## src/rtl/vga_sync_gen.sv

```systemverilog
// 640x480@60 VGA timing generator: pixel-rate divider, h/v counters and
// registered sync/blanking decodes that always describe the displayed pixel.
module vga_sync_gen #(
   parameter int CLK_DIV   = 4,
   parameter int H_DISPLAY = 640,
   parameter int H_FRONT   = 16,
   parameter int H_SYNC    = 96,
   parameter int H_BACK    = 48,
   parameter int V_DISPLAY = 480,
   parameter int V_FRONT   = 10,
   parameter int V_SYNC    = 2,
   parameter int V_BACK    = 33
) (
   input  logic       clk,
   input  logic       reset,
   output logic       p_tick,
   output logic [9:0] pixel_x,
   output logic [9:0] pixel_y,
   output logic       video_on,
   output logic       hsync,
   output logic       vsync,
   output logic       frame_start
);

   localparam int H_TOTAL = H_DISPLAY + H_FRONT + H_SYNC + H_BACK;
   localparam int V_TOTAL = V_DISPLAY + V_FRONT + V_SYNC + V_BACK;

   localparam logic [9:0] H_LAST     = 10'(H_TOTAL - 1);
   localparam logic [9:0] V_LAST     = 10'(V_TOTAL - 1);
   localparam logic [9:0] H_SYNC_BEG = 10'(H_DISPLAY + H_FRONT);
   localparam logic [9:0] H_SYNC_END = 10'(H_DISPLAY + H_FRONT + H_SYNC);
   localparam logic [9:0] V_SYNC_BEG = 10'(V_DISPLAY + V_FRONT);
   localparam logic [9:0] V_SYNC_END = 10'(V_DISPLAY + V_FRONT + V_SYNC);
   localparam logic [9:0] H_VIS      = 10'(H_DISPLAY);
   localparam logic [9:0] V_VIS      = 10'(V_DISPLAY);
   localparam logic [3:0] DIV_LAST   = 4'(CLK_DIV - 1);

   logic [3:0] div;
   logic [9:0] h_count;
   logic [9:0] v_count;
   logic [9:0] h_next;
   logic [9:0] v_next;
   logic       h_wrap;
   logic       hsync_next;
   logic       vsync_next;
   logic       video_next;

   // Decodes are taken from the next-state counts so the registered syncs
   // and video_on land on the same edge as the counts they describe.
   always_comb begin
      h_wrap     = (h_count == H_LAST);
      h_next     = h_wrap ? '0 : h_count + 10'd1;
      v_next     = v_count;
      if (h_wrap)
         v_next = (v_count == V_LAST) ? '0 : v_count + 10'd1;
      hsync_next = !((h_next >= H_SYNC_BEG) && (h_next < H_SYNC_END));
      vsync_next = !((v_next >= V_SYNC_BEG) && (v_next < V_SYNC_END));
      video_next = (h_next < H_VIS) && (v_next < V_VIS);
   end

   always_ff @(posedge clk or negedge reset) begin
      if (!reset) begin
         div         <= '0;
         p_tick      <= 1'b0;
         h_count     <= '0;
         v_count     <= '0;
         video_on    <= 1'b0;
         hsync       <= 1'b1;
         vsync       <= 1'b1;
         frame_start <= 1'b0;
      end else begin
         p_tick      <= (div == DIV_LAST);
         div         <= (div == DIV_LAST) ? '0 : div + 4'd1;
         frame_start <= 1'b0;
         if (p_tick) begin
            h_count     <= h_next;
            v_count     <= v_next;
            hsync       <= hsync_next;
            vsync       <= vsync_next;
            video_on    <= video_next;
            frame_start <= (h_next == '0) && (v_next == '0);
         end
      end
   end

   assign pixel_x = h_count;
   assign pixel_y = v_count;

endmodule

```

## config.mk

```make
export PLATFORM = sky130hd
export DESIGN_NAME = vga_sync_gen
export DESIGN_NICKNAME = d
export VERILOG_FILES = /design/src/rtl/vga_sync_gen.sv
export SDC_FILE = /design/constraint.sdc
export NUM_CORES = 1
export LEC_CHECK = 0
export CORE_AREA = 2 2 48 95
export CTS_CLUSTER_DIAMETER = 30
export CTS_CLUSTER_SIZE = 24
export DETAILED_ROUTE_END_ITERATION = 16
export DIE_AREA = 0 0 50 97
export PLACE_DENSITY = 0.74
export SYNTH_ARGS = -nofsm -noshare
export SYNTH_HDL_FRONTEND = slang
export SYNTH_SLANG_ARGS = --single-unit
export TNS_END_PERCENT = 20
```

## constraint.sdc

```tcl
create_clock -name clk -period 6.8 [get_ports clk]
set_clock_uncertainty 0.1 [all_clocks]
set_input_delay 0.68 -clock clk [delete_from_list [all_inputs] [get_ports clk]]
set_output_delay 0.68 -clock clk [all_outputs]
set_load 0.01 [all_outputs]
```

Word-level counts from Yosys, hierarchy flattened
Index checks and enable logic that the tools add are counted.
{"block": "word_totals", "wordCells": 33, "output_inout_bits": 25, "in_bits": 2, "register_bits": 29}
{"block": "op_classes", "n_eq_ne": 3, "n_lt_le_gt_ge": 6, "n_mux": 5, "reduce_logical": 8, "add_sub_neg": 3}
{"cell": "2-to-1 mux 10 bit", "n": 3}
{"cell": "adder 10 x 1 -> 10 bit (second input constant)", "n": 2}
{"cell": "equality test 10 bit (second input constant)", "n": 2}
{"cell": "logical NOT 10 bit", "n": 2}
{"cell": "less-than comparator 10 bit (second input constant)", "n": 2}
{"cell": "less-than comparator 10 x 9 -> 1 bit (second input constant)", "n": 2}
{"cell": "greater-or-equal comparator 10 bit (second input constant)", "n": 1}
{"cell": "greater-or-equal comparator 10 x 9 -> 1 bit (second input constant)", "n": 1}
{"cell": "adder 4 x 1 -> 4 bit (second input constant)", "n": 1}
{"cell": "equality test 4 x 2 -> 1 bit (second input constant)", "n": 1}
{"cell": "logical AND 1 bit", "n": 4}
{"cell": "2-to-1 mux 4 bit", "n": 1}
{"cell": "logical NOT 1 bit", "n": 2}
{"cell": "2-to-1 mux 1 bit", "n": 1}

Logic depth before layout (Yosys ltp)
{"block": "logic_depth", "ltp_word": 6, "mapped_depth": 8, "depth_no_buf": 8}

Worst setup path before layout
OpenSTA, ideal clock, no wires.
{"block": "synth_path", "path_kind": "reg-to-reg", "startpoint": "reg h_count[0], in the netlist pixel_x[0]", "endpoint": "reg video_on", "t_required_ps": 6605, "slack_ps": 4480, "synth_period_minus_slack_ps": 2320, "setup_ps": 95, "path_buffers": 0, "t_arrival_ps": 2125, "path_stages_with_launch": 8, "cell_sequence": "dfrtp_1 ha_1 and4_1 nand3_4 nor4_2 xnor2_1 a2bb2o_2 o31ai_1"}
{"block": "synth_between", "elab_chain_cells": 4, "elab_cells_between_ends": 7, "cone_classes": "1 x add/sub; 2 x order compare; 1 x eq/ne; 2 x mux; 1 x reduce/logical"}
{"element": "start: declaration", "line_no": "39", "text": "logic [9:0] h_count;"}
{"element": "start signal: assignment", "line_no": "76", "text": "h_count <= h_next;"}
{"element": "adder 10 x 1 -> 10 bit or equality test 10 bit (tied branches)", "line_no": "52, 51"}
{"element": "2-to-1 mux 10 bit (on tied branches)", "line_no": "52, 54"}
{"element": "less-than comparator 10 bit or less-than comparator 10 x 9 -> 1 bit (tied branches)", "line_no": "58", "text": "video_next = (h_next < H_VIS) && (v_next < V_VIS);"}
{"element": "logical AND 1 bit *", "line_no": "58"}
{"element": "end signal: assignment", "line_no": "80", "text": "video_on <= video_next;"}
{"element": "end: declaration", "line_no": "19", "text": "output logic video_on,"}
Mark *: on every way between the ends. The rest lies on a longest branch, timed or not.
A chain may end at the register's enable or synchronous reset.

Worst setup path in the final report
Same ends and word-level chain as after synthesis.

==> out/results.ini <==
[status]
status=finished clean

[clock_tree]
postCtsSetupRepairBufs=0
cts-root-buf=clkbuf_8
clkTransAtPathRegs_ps=60
ctsResizeCount=0
postCtsHoldBufs=0
cts.path.max_buffers=2
htreeDepth=2
cts_sinks=29
tritoncts=built
cts_buffers=5
insertion_delay_ps=280

[timing]
grt_setup_unrepaired=no
max_freq_mhz=378
slew_headroom_pct=50.7
hold_viol_final=0
fin_crit_sh_pct=38.9
setup_viol=0
min_period_ps=2650
finalSetupTns_ps=0
worstMarginPinSlew_ps=739
drv_slew=0
worst_hold_slack_ps=380

[floorplanning]
coreArea_sq_um=4090
start_util_pct=44.4
rows=33
fp.dieW_um=50
ioPinCount=27
dieArea_sq_um=4850
die_h_um=97

[critical_path]
worst_ep_arrival_time_ps=2730
critical_path_required_ps=6890
critPathCaptureType=flip-flop
criticalPathCategory=flip-flop to flip-flop
startpoint_type=flip-flop
cp_max_fo=16

[synthesis]
synthXorXnorAreaFrac_pct=7.24
ys_seq_elements=29
syn-cell-area_sq_um=1820
postSynthCellCount=197
synth_area_leaders=dfrtp_1, xnor2_1, nand2_1
ys_dominant_reg_cell=dfrtp_1
synthSimpleGateAreaFrac_pct=25.6
yosys.area_share.adder_pct=3.45
synth_top_area_share_pct=37.2
synthMuxAreaShare_pct=2.83
ys_async_sr_fraction_pct=100
synth_seq_area_share_pct=40.1
synth_enable_flop_cells=0
yosysTopAreaCell=dfrtp_1
synthesis.nets=204
avgSynthCellArea_sq_um=9.22
yosysWarningCount=0
synth_most_common_cell=dfrtp_1
synth-compound-area-share_pct=16.1
synth_common_cells=dfrtp_1, nand2_1, nor2_1
synth_top_family_by_area=simple AND/OR/NAND/NOR gates
yosys.cell_types.count=45

[grt]
grt-ovfl-total=0
antenna_found_initial=0
grt_max_degree=30
grt_first_pass_wirelength_mm=6.95
grt_pass1_vias=1526
grt_use_total_pct=18.5

[detailed_routing]
drtIter0Drc=45
routedWlPerCell_um=15.1
final_antenna_net_count=0
wirelength_mm=4.13
via_count=1559
drc_errors=0
avgViaCountPerCell=5.69
first_pass_iters=5

[power]
powerDensity_nw_per_um2=164
leakagePower_nw=0.856
ir_worst_vdd_v=0.000115

[job]
maxCapViolations=0

[finish]
drive_gt1_share_pct=8.56
nNetsFinal=228
diodes=0
syn_to_final_growth_pct=21.5

[place]
numPortBuffers=26
place_congestion=0.842
dp_hpwl_mm=3.08

[hold_path]
holdCritPathClass=flip-flop to flip-flop

## layout by cell type (no fill, tap or decap), types with 6 or more instances in the layout
master and n:
nand2_1 26, o21ai_1 6, nor3_1 6, clkbuf_8 6, nor2_1 16, o21ai_0 8, nand3_1 14, xnor2_1 12
clkdlybuf4s50_1 26, dfrtp_1 27, inv_1 7
## per-stage QoR
stage          std cells  utilization, %  total power [mW]  instance area [sq um]  setup slack, ps
3_5_place_dp         266            51.1             0.180                   2090             4190
3_3_place_gp         266            51.1             0.180                   2090             4250
2_1_floorplan        197               -             0.176                   1820             4480
4_1_cts              274            54.0             0.368                   2210             4180
6_report             274            54.0             0.362                   2210             4150
5_1_grt              274            54.0             0.374                   2210             3970
## final timing paths
check	slack (ps)	start	cells past startpoint	endpoint
hold reg to reg	380	div[0]	1	div[0]
hold / removal	380	div[0]	1	div[0]
setup / recovery	4150	pixel_x[0]	7	video_on
max in group asynchronous	5590	reset	2	vsync
min in group asynchronous	670	reset	2	pixel_y[3]
setup reg to reg	4150	pixel_x[0]	7	video_on
## sequential cells by signal, indices dropped and copies added (netlist names)
name,count
p_tick,1
pixel_y,10
pixel_x,10
vsync,1
video_on,1
hsync,1
frame_start,1
div,4
## layout make-up
cell class              instances  area, sq um
inverters                       7         26.3
fillers                       381         1880
flip-flops and latches         29          728
multi-input cells             151         1000
clock inverters                 1         30.0
repair buffers                 27          268
well taps                      52         65.1
clock buffers                   7         86.3
## critical path, cell delays in order, from the launching register on
cell	delay [ps]
dfrtp_1	440
ha_1	270
and4_1	370
nand3_4	220
nor4_2	480
xnor2_1	190
a2bb2o_2	280
o31ai_1	190
## routing by layer
metal  routed length (um)  GRT usage, %  vias to the layer above
li1                     -             -                      752
met1                 1530          19.9                      756
met2                 2290          31.7                       40
met3                  160          3.40                       11
met4                  150          12.0                        0
met5                    0             0                        -
## cells by family (layout without fill, tap and decap cells)
logic type	Yosys count	after routing
simple gates	86	86
compound gates	40	40
flops	29	29
buf+inv	17	42
xor+xnor	15	15
fa+ha+maj	5	5
mux	5	5
## power by group
part / switching [mW] / internal (mW)
clock network: 0.0659 / 0.119
logic: 0.00331 / 0.000878
registers: 0 / 0.173
total: 0.0692 / 0.293
Note: power is estimated with default switching activity, not from simulation.
